`config.mk`:
```
export PLATFORM = sky130hd
export DESIGN_NAME = sram_arbiter
export DESIGN_NICKNAME = d
export VERILOG_FILES = /design/src/rtl/mem_pkg.sv /design/src/rtl/arb_starve_cnt.sv /design/src/rtl/sram_arbiter.sv
export SDC_FILE = /design/constraint.sdc
export NUM_CORES = 1
export LEC_CHECK = 0
export CORE_MARGIN = 3
export CORE_UTILIZATION = 34
export DETAILED_ROUTE_END_ITERATION = 10
export PLACE_DENSITY = 0.81
export SLEW_MARGIN = 30
export SYNTH_ARGS = -nofsm -noshare
export SYNTH_HDL_FRONTEND = slang
export SYNTH_HIERARCHICAL = 1
export SYNTH_SLANG_ARGS = --single-unit
```
`constraint.sdc`:
```
create_clock -name clk -period 2.6 [get_ports clk]
set_clock_uncertainty 0.2 [all_clocks]
set_input_delay 0.52 -clock clk [delete_from_list [all_inputs] [get_ports clk]]
set_output_delay 0.52 -clock clk [all_outputs]
set_load 0.05 [all_outputs]
```
`src/rtl/mem_pkg.sv`:
```
// Shared types and constants for the SRAM-like memory interface arbiter.
package mem_pkg;

  typedef enum logic [1:0] {
    ST_IDLE = 2'd0,
    ST_ADDR = 2'd1,
    ST_DATA = 2'd2,
    ST_DROP = 2'd3
  } state_t;

  localparam logic [1:0] SIZE_BYTE = 2'b00;
  localparam logic [1:0] SIZE_HALF = 2'b01;
  localparam logic [1:0] SIZE_WORD = 2'b10;

  localparam int STARVE_LIMIT_DEFAULT = 4;

endpackage

```
`src/rtl/arb_starve_cnt.sv`:
```
// Saturating count of data grants taken while the instruction side was waiting.
module arb_starve_cnt
  import mem_pkg::*;
#(
  parameter int LIMIT = STARVE_LIMIT_DEFAULT
) (
  input  logic clk,
  input  logic resetn,
  input  logic inc,
  input  logic clr,
  output logic sat
);

  localparam int W = (LIMIT < 1) ? 1 : $clog2(LIMIT + 1);

  logic [W-1:0] cnt;

  always_ff @(posedge clk or negedge resetn) begin
    if (!resetn) begin
      cnt <= '0;
    end else if (clr) begin
      cnt <= '0;
    end else if (inc && !sat) begin
      cnt <= cnt + W'(1);
    end
  end

  assign sat = (cnt == W'(LIMIT));

endmodule

```
`src/rtl/sram_arbiter.sv`:
```
// Two-master (inst read-only, data read/write) arbiter onto one SRAM-like bus,
// one outstanding transaction at a time, with starvation protection for inst.
module sram_arbiter
  import mem_pkg::*;
#(
  parameter int STARVE_LIMIT = STARVE_LIMIT_DEFAULT
) (
  input  logic        clk,
  input  logic        resetn,
  input  logic        inst_req,
  input  logic [31:0] inst_addr,
  output logic        inst_addr_ok,
  output logic        inst_data_ok,
  output logic [31:0] inst_rdata,
  input  logic        data_req,
  input  logic        data_wr,
  input  logic [3:0]  data_wstrb,
  input  logic [1:0]  data_size,
  input  logic [31:0] data_addr,
  input  logic [31:0] data_wdata,
  output logic        data_addr_ok,
  output logic        data_data_ok,
  output logic [31:0] data_rdata,
  output logic        bus_req,
  output logic        bus_wr,
  output logic [3:0]  bus_wstrb,
  output logic [1:0]  bus_size,
  output logic [31:0] bus_addr,
  output logic [31:0] bus_wdata,
  input  logic        bus_addr_ok,
  input  logic        bus_data_ok,
  input  logic [31:0] bus_rdata,
  output state_t      state
);

  // Handshake: a requester holds req until its single-cycle addr_ok; its
  // data_ok (with rdata) is a later single-cycle pulse. Towards the bus,
  // bus_req stays high with a stable payload until bus_addr_ok, after which
  // we wait for bus_data_ok. Handshakes outside their phase are ignored.

  state_t next_state;
  logic   owner_data;
  logic   starve_sat;
  logic   grant_inst;
  logic   grant_data;
  logic   drop_write;

  // resetn gating keeps the combinational addr_ok pulses low during reset.
  assign grant_inst = resetn && (state == ST_IDLE) && inst_req && (!data_req || starve_sat);
  assign grant_data = resetn && (state == ST_IDLE) && data_req && !grant_inst;
  assign drop_write = data_wr && (data_wstrb == 4'b0000);

  arb_starve_cnt #(
    .LIMIT (STARVE_LIMIT)
  ) u_starve (
    .clk    (clk),
    .resetn (resetn),
    .inc    (grant_data && inst_req),
    .clr    (grant_inst),
    .sat    (starve_sat)
  );

  always_ff @(posedge clk or negedge resetn) begin
    if (!resetn) begin
      state <= ST_IDLE;
    end else begin
      state <= next_state;
    end
  end

  always_ff @(posedge clk or negedge resetn) begin
    if (!resetn) begin
      owner_data <= 1'b0;
      bus_wr     <= 1'b0;
      bus_wstrb  <= 4'b0000;
      bus_size   <= 2'b00;
      bus_addr   <= '0;
      bus_wdata  <= '0;
    end else if (grant_inst) begin
      owner_data <= 1'b0;
      bus_wr     <= 1'b0;
      bus_wstrb  <= 4'b0000;
      bus_size   <= SIZE_WORD;
      bus_addr   <= inst_addr;
      bus_wdata  <= '0;
    end else if (grant_data) begin
      owner_data <= 1'b1;
      bus_wr     <= data_wr;
      bus_wstrb  <= data_wstrb;
      bus_size   <= data_size;
      bus_addr   <= data_addr;
      bus_wdata  <= data_wdata;
    end
  end

  always_comb begin
    next_state   = state;
    inst_addr_ok = 1'b0;
    inst_data_ok = 1'b0;
    inst_rdata   = '0;
    data_addr_ok = 1'b0;
    data_data_ok = 1'b0;
    data_rdata   = '0;
    bus_req      = 1'b0;
    case (state)
      ST_IDLE: begin
        if (grant_inst) begin
          inst_addr_ok = 1'b1;
          next_state   = ST_ADDR;
        end else if (grant_data) begin
          data_addr_ok = 1'b1;
          next_state   = drop_write ? ST_DROP : ST_ADDR;
        end
      end
      ST_ADDR: begin
        bus_req = 1'b1;
        if (bus_addr_ok) next_state = ST_DATA;
      end
      ST_DATA: begin
        if (bus_data_ok) begin
          if (owner_data) begin
            data_data_ok = 1'b1;
            data_rdata   = bus_rdata;
          end else begin
            inst_data_ok = 1'b1;
            inst_rdata   = bus_rdata;
          end
          next_state = ST_IDLE;
        end
      end
      ST_DROP: begin
        // Store with no byte enables: acknowledge without touching the bus.
        data_data_ok = 1'b1;
        next_state   = ST_IDLE;
      end
      default: next_state = ST_IDLE;
    endcase
  end

endmodule

```
Yosys cells after proc, flatten, opt, wreduce, memory -nomap -nowiden. Cells that the tools add are included.

Flip-flop bits (word level): 77. Input bits: 141. Output and inout port bits: 142. Logic and storage cells: 71.

Add/sub/neg operators: 1. Equal/unequal tests: 7. Muxes and demuxes: 38. Reduce and logical (&&, ||, !) cells: 17.

Operators by type and width (count): 32-bit two-way mux (10); 1-bit two-way mux (15); 2-bit two-way mux (7); 1-bit logical AND (8); 4-bit two-way mux (2); 2-bit case mux with 4 select lines (1); 3-bit two-way mux (2); 2-bit equality test (second input constant) (2); 4-bit logical NOT (1); 2-bit != test (second input constant) (2); 2-bit nonzero test (2); 3-bit by 1-bit adder with 3-bit output (second input constant) (1); 3-bit equality test (second input constant) (1); 1-bit logical NOT (3); 3-bit != test (second input constant) (1); 3-bit AND reduction (1); 2-bit by 1-bit equality test with 1-bit output (second input constant) (1); 2-bit logical NOT (1); 1-bit case mux with 2 select lines (1); 1-bit logical OR (1).

Logic depth before layout (Yosys ltp). Gate-level depths: netlist of run 1.

Depth after elaboration: 10. Mapped depth: 10.

By module. Netlist of run 1, hierarchy kept.

Modules (own cells, without submodules): sram_arbiter (times used 1, cells an instance 368, area each 3492.1 um2, seq. area each 1851.8 um2); arb_starve_cnt (times used 1, cells an instance 18, area each 197.7 um2, seq. area each 75.1 um2).

Worst setup path before layout of run 1. No wires, ideal clock.

Path kind: flip-flop to output port. From: register state[1]. To: output data_rdata[0]. Arrival: 1802 ps. Data required time: 1880 ps. Path slack: 78 ps. Cell stages (with the launch flop): 5. Path buffers: 2. Cells stage by stage: dfrtp_1 -> nor2b_1 -> buf_2 -> clkbuf_1 -> and3_1.

Cells in the longest elaborated chain, start to end: 2.

Ends and longest elaborated chain: start, declared (RTL line sram_arbiter.sv:33) `output state_t state`; start signal, assigned (RTL line sram_arbiter.sv:67) `state <= next_state;`; 2-bit equality test (RTL line sram_arbiter.sv:105) `case (state)`; 32-bit two-way mux (RTL line sram_arbiter.sv:105); end, declared (RTL line sram_arbiter.sv:23) `output logic [31:0] data_rdata,`.

Every way passes these cells.

Worst setup path in the final report of run 1.
From: input bus_data_ok. To: output inst_rdata[8].

Cells in the longest elaborated chain, start to end: 2.

Ends and longest elaborated chain: start, declared (RTL line sram_arbiter.sv:31) `input logic bus_data_ok,`; 32-bit two-way mux (RTL line sram_arbiter.sv:120) `if (bus_data_ok) begin`; 32-bit two-way mux (RTL line sram_arbiter.sv:105); end, declared (RTL line sram_arbiter.sv:14) `output logic [31:0] inst_rdata,`.

Every way passes these cells.

==> run_results.csv, run 1 <==
group,metric,value,unit
status,status,"finished, final reports clean",
timing,finalSetupViolCount,0,
route,detail_route.vias_per_cell,5.117,
synth,synthAdderAreaFrac,0.6782,%
timing,setup_tns,0,ps
grt,use_met3,9.901,%
cells_and_area,drive_gt1_share,16.54,%
worst_setup_path,endpoint_kind,"output pin",
synth,synth_nets,529,
place,hpwl,12.58,mm
floorplanning,fp-row-count,37,
floorplanning,coreArea,10420,µm²
place,gp_congestion,0.8042,
worst_setup_path,slowest_delay,480,ps
timing,fmax,0.3981,GHz
floorplanning,ios,283,
route,wl_per_cell,20.13,µm
grt,met2_usage,46.79,%
route,drtIter0Drc,305,
timing,fin_ws,88.27,ps
synth,synthSimpleGateAreaFrac,21.74,%
synth,yosysWarningCount,6,
place,dp_cells,785,
cts,htree_levels,3,
synth,synth-xor-area-share,0,%
worst_setup_path,cp_num_cells,5,
synth,synth-compound-area-share,19.29,%
worst_setup_path,criticalPathCategory,"in -> out",
power,ir_worst_vdd,0.7801,mV
worst_setup_path,r2r_start,"u_starve/cnt[0]",
worst_setup_path,cp-start-kind,"input port",
grt,grt_use_total,26.13,%
cts,holdBufCountCts,0,
worst_setup_path,cp_top_family,"buffers and inverters",
route,num_vias,4104,
worst_setup_path,required,1880,ps
timing,tightest_slew,706.3,ps
cts,cts_sinks,77,
grt,overflow,0,
route,drc,0,
grt,busiest_layer,"met2",
place,place_ws,31.51,ps
timing,final_max_slew_viol_count,0,
floorplanning,dieArea,12140,µm²
place,io_buffers,282,
worst_setup_path,crit_path_end,"inst_rdata[8]",
timing,rsz0062_at_grt,"no",
synth,ys_seq_area_share,52.22,%
power,powerDensity,1121,nW/µm²
grt,grt_pass1_vias,4339,
floorplanning,die_h,110.2,µm
worst_setup_path,r2r-end,"u_starve/cnt[0]",
worst_setup_path,crit_chain,"clkdlybuf4s50_1 > nor2b_2 > buf_6 > and3_1 > buf_12",
worst_setup_path,crit_fanout,25,
cts,tritoncts,"done",
worst_setup_path,path_buf_inv,3,
job,max_cap_violations,0,
synth,syn_inst,386,
route,totalWireLength,16.15,mm
synth,ys_ff_latch,77,
grt,grt_max_degree,79,
worst_setup_path,startpoint,"bus_data_ok",
cts,clk_path_buf_depth,2,
cells_and_area,instances_no_fill,802,
synth,synth_area,3690,µm²
cts,cts_made_buffers,9,
synth,ys_types,29,
worst_setup_path,rrSetupSlack,370,ps
synth,synth_top_family_by_area,"simple AND/OR/NAND/NOR gates",
synth,muxShareOfSynthArea,0.6782,%
worst_setup_path,worstPathArrival,1790,ps
timing,timing.slew.headroom,52.91,%
worst_setup_path,r2r_cells,8,
synth,syn_area_per_cell,9.559,µm²
cts,clk_pin_slew,80,ps
floorplanning,initial_utilization,35.42,%
route,ant_nets,0,
cells_and_area,syn2layout_area_growth,104.8,%
timing,timing.final.crit_share,96.60,%
grt,grt_antenna_before_repair,0,
grt,use_met1,26.92,%
cts,insertion_delay,340,ps
cts,postCtsSetupBuffers,0,
timing,min_period,2512,ps
grt,grt_pass1_wl,23.90,mm
cts,cts-root-buf,"clkbuf_8",
worst_setup_path,slowest_stage,"clkdlybuf4s50_1",
timing,hold_viol,0,
cells_and_area,nets,803,
worst_hold_path,hp-class,"in -> async",
floorplanning,die_x,110.2,µm
power,power.leakage,3.487,nW
route,firstDrtPassIters,4,
Yosys cell counts, drive strengths merged:
library cell	number	area, µm²
dfrtp	77	1927
nor2b	3	18.77
mux2i	1	10.01
nor2	38	142.6
a21boi	1	11.26
nand2	33	123.9
nand2b	5	31.28
ha	2	25.02
nor3	2	15.01
a31oi	2	12.51
inv	5	18.77
buf	15	103.9
clkbuf	19	71.32
clkinv	1	5.000
and3	65	406.6
o21a	2	15.01
nor3b	1	12.51
a22o	38	332.8
and2	4	25.02
o21ai	2	10.00
mux2	1	15.01
and4b	1	10.01
nand3	1	10.01
nand4	1	6.260
a21oi	66	330.3
cells in the final DEF (no fill, tap or decap), types with 2 or more instances in the layout:
cell,synthesis,routed
clkdlybuf4s50_1,0,212
buf_6,3,3
ha_1,2,2
and2_1,4,4
o21a_1,2,2
buf_12,0,70
clkbuf_8,0,13
a21oi_1,66,66
nor2b_2,0,2
clkbuf_1,19,3
a31oi_1,2,2
nand2_1,33,33
inv_1,5,4
and3_1,65,64
dfrtp_1,77,76
a22o_1,38,38
buf_4,4,12
nand2b_1,5,5
nor2_1,38,38
area by class of cell:
class	count	area, µm²
fillers	701	2859
diodes	1	2.502
multi-input cells	269	1595
well taps	136	170.2
repair buffers	297	3647
clock buffers	16	190.2
flip-flops and latches	77	1928
inverters	6	23.77
cells by family after synthesis:
kind of cell / count (synthesis)
flip-flops: 77
multiplexers: 2
AND/OR/NAND/NOR: 154
buffers and inverters: 40
AO/OA/AOI/OAI: 111
adder cells (fa/ha/maj): 2
timing repair:
item	CTS	global route
hold endpoints to repair	0	0
resized for setup	0	8
setup endpoints to repair	0	63
per-layer routing:
layer	wire, µm	share of wire, %	vias up
met5	0	0	-
met3	1622	10	39
li1	-	-	1913
met2	8667	54	211
met4	641	4.0	0
met1	5214	32	1941
power breakdown:
| group | internal (mW) | total, mW | switching [mW] | leakage (nW) |
|---|---|---|---|---|
| logic | 1.99 | 5.47 | 3.48 | 2.47 |
| registers | 1.77 | 2.13 | 0.360 | 0.924 |
| clock network | 0.454 | 0.873 | 0.419 | 0.0970 |
how the worst min path moves through the flow:
stage                  start  slack, ps  depth (start not counted)            end
6_report              resetn        130                          2  bus_wdata[19]
4_1_cts               resetn        280                          2   bus_addr[25]
3_5_place_dp   bus_wdata[22]        280                          1  bus_wdata[22]
2_1_floorplan         resetn         20                          0    bus_addr[0]
5_1_grt               resetn        180                          2    bus_addr[2]
3_3_place_gp   bus_wdata[23]        280                          1  bus_wdata[23]
flip-flops by register name, indices dropped and copies added (netlist names):
signal,cells
bus_addr,32
bus_size,2
bus_wdata,32
bus_wr,1
bus_wstrb,4
owner_data,1
state,2
u_starve/cnt,3
per-stage QoR:
stage               power (mW)  utilization, %  cell area [µm²]  hold WS [ps]
finish                   8.474           72.55             7557         129.9
floorplan                5.377               -             3690         24.41
global placement         7.480           70.41             7335         282.0
CTS                      8.496           72.24             7525         284.0
detailed placement       7.592           70.41             7335         282.6
global route             8.873           72.53             7555         175.8
No activity file was read; power rests on OpenSTA's default activity.
==> inputs of run 2 (changes only) <==
--- a/config.mk
+++ b/config.mk
@@ -5,10 +5,11 @@
 export SDC_FILE = /design/constraint.sdc
 export NUM_CORES = 1
 export LEC_CHECK = 0
-export CORE_MARGIN = 3
-export CORE_UTILIZATION = 34
+export CORE_AREA = 3 3 109 111
 export DETAILED_ROUTE_END_ITERATION = 10
-export PLACE_DENSITY = 0.81
+export DIE_AREA = 0 0 112 114
+export DONT_BUFFER_PORTS = 1
+export PLACE_DENSITY = 0.47
 export SLEW_MARGIN = 30
 export SYNTH_ARGS = -nofsm -noshare
 export SYNTH_HDL_FRONTEND = slang
==> run 2 against run 1 <==
Sequential share of layout area grew 10 points. First-iteration DRC count is 25% lower. Global-route usage down 5.9 points. Register-to-register slack worse by 90 ps. Core utilization decreased by 23 points. Critical path type is now reg -> out. Highest routed layer unchanged.
==> run_results.csv, run 2 (synthesis results as in run 1) <==
group,metric,value,unit
timing,hold_viol,0,
route,ant_nets,0,
grt,grt_pass1_vias,3286,
cells_and_area,top_regs,"bus_addr: 32 flops, bus_wdata: 32 flops, bus_wstrb: 4 flops",
cells_and_area,diodes,0,
timing,timing.final.crit_share,94.89,%
worst_setup_path,path_buf_inv,2,
timing,tightest_slew,788.1,ps
worst_hold_path,hp-class,"in -> reg",
place,dp_cells,569,
power,ir_worst_vdd,0.8009,mV
worst_setup_path,endpoint_kind,"output pin",
route,wl_per_cell,22.75,µm
worst_setup_path,crit_fanout,41,
cells_and_area,instances_no_fill,590,
worst_hold_path,min_to,"bus_addr[7]",
worst_setup_path,cp-start-kind,"register",
power,power.leakage,2.652,nW
route,firstDrtPassIters,6,
timing,timing.slew.headroom,47.26,%
cells_and_area,multi_input_area,1593,µm²
place,place_ws,224.3,ps
floorplanning,coreArea,10890,µm²
timing,finalSetupViolCount,0,
grt,grt_max_degree,78,
timing,final_max_slew_viol_count,0,
cts,tritoncts,"done",
power,swShare,57.09,%
floorplanning,ios,283,
cts,clk_pin_slew,100,ps
timing,fin_ws,132.9,ps
worst_setup_path,r2r_start,"u_starve/cnt[0]",
floorplanning,dieArea,12770,µm²
power,finalPower,7.186,mW
timing,fmax,0.4053,GHz
cells_and_area,fill_cells,956,
worst_setup_path,slowest_stage,"dfrtp_1",
cts,insertion_delay,360,ps
cts,cts-root-buf,"clkbuf_8",
grt,grt_pass1_wl,19.93,mm
place,place_area,5121,µm²
timing,min_period,2467,ps
power,p_clk_share,13.7,%
worst_setup_path,worstPathArrival,1750,ps
power,p_switching,4.103,mW
status,status,"finished, final reports clean",
cts,cts_made_buffers,9,
power,intPower,3.084,mW
worst_setup_path,slowest_delay,390,ps
cells_and_area,final_common_cell,"dfrtp_1",
power,powerDensity,1327,nW/µm²
worst_setup_path,rrSetupSlack,280,ps
power,pwr-share-seq,57.0,%
grt,grt_antenna_before_repair,0,
cts,clk_path_buf_depth,2,
route,detail_route.vias_per_cell,5.517,
floorplanning,fp-row-count,38,
cts,cts_sinks,77,
job,max_cap_violations,0,
cells_and_area,register_area,1927,µm²
cells_and_area,drive_gt1_share,23.56,%
worst_setup_path,r2r-end,"bus_addr[10]",
cells_and_area,layout_common_cells,"77 x dfrtp_1, 67 x buf_12, 66 x a21oi_1",
place,hpwl,9.992,mm
worst_hold_path,hp-start,"data_addr[7]",
worst_setup_path,r2r_cells,8,
floorplanning,die_x,112,µm
power,combPwrFrac,29.3,%
cells_and_area,final_cell_area,5414,µm²
worst_setup_path,crit_chain,"inv_1 > ha_1 > and2_1 > nand2_1 > and3_2 > buf_12",
cells_and_area,nets,588,
cells_and_area,syn2layout_area_growth,46.73,%
worst_setup_path,required,1880,ps
route,drtIter0Drc,230,
worst_hold_path,min_path_cells,2,
route,drc,0,
route,totalWireLength,13.42,mm
place,gp_congestion,0.7918,
worst_setup_path,criticalPathCategory,"reg -> out",
worst_setup_path,cp_top_family,"simple AND/OR/NAND/NOR gates",
route,num_vias,3255,
floorplanning,initial_utilization,33.89,%
cts,htree_levels,3,
grt,grt_use_total,20.26,%
place,io_buffers,0,
grt,overflow,0,
floorplanning,die_h,114,µm
run 2: cell types whose count changed in the layout (fill, tap and decap cells not counted), sizes merged, moves of 4 or more:
| cell | before | now |
|---|---|---|
| buf | 85 | 81 |
| clkdlybuf4s50 | 212 | 0 |
| inv | 5 | 9 |
| clkbuf | 16 | 9 |
run 2: what timing repair did:
item	in CTS	in global routing
buffers inserted	0	3
endpoints found under the setup margin	0	3
endpoints found under the hold margin	77	0
resized for setup	0	3
hold buffers	2	0
run 2: layout make-up:
type                       count  share of cell area (%)
sequential                    77                   35.59
clock buffer                   9                   2.288
inverter                       6                  0.4391
multi-input combinational    269                   29.42
timing repair buffer          82                   27.34
clock inverter                 7                   1.687
tap                          140                   3.235
run 2: metrics by stage:
stage,TNS (ps),hold WS [ps],util [%]
after global placement,0,26.59,47.04
after detailed placement,0,26.47,47.04
after floorplan,0,24.41,-
after global routing,-5.146,54.67,49.72
after CTS,0,39.19,49.36
final,0,75.13,49.72
run 2: worst max path at each step:
stage / start / to / slack (ps) / depth (start not counted)
after floorplan: state[1] / data_rdata[0] / 80 / 4
after CTS: u_starve/cnt[0] / inst_addr_ok / 30 / 7
after global routing: u_starve/cnt[1] / inst_addr_ok / -5 / 7
final: u_starve/cnt[0] / data_addr_ok / 130 / 6
after detailed placement: u_starve/cnt[0] / bus_addr[10] / 220 / 8
after global placement: u_starve/cnt[0] / u_starve/cnt[1] / 320 / 8
run 2: worst reg2reg max path: cells and delay by family (launching register included):
family	cells	cell delay, ps
AO/OA/AOI/OAI	2	430
flip-flops	1	390
AND/OR/NAND/NOR	3	480
buffers and inverters	2	480
adder cells (fa/ha/maj)	1	230
run 2: layer usage:
metal	GRT usage (%)	routed length [µm]	vias up
met4	7.853	367	0
li1	-	-	1475
met1	22.31	4709	1551
met3	9.125	1564	20
met2	34.49	6779	209
met5	0	0	-
run 2: power by group through the flow:
stage | sequential, mW | combinational, mW | clock (mW)
floorplan | 4.01 | 1.36 | 0
global placement | 4.13 | 2.03 | 0
CTS | 4.10 | 2.11 | 1.02
global route | 4.17 | 2.30 | 1.07
detailed placement | 4.11 | 2.07 | 0
finish | 4.10 | 2.11 | 0.984
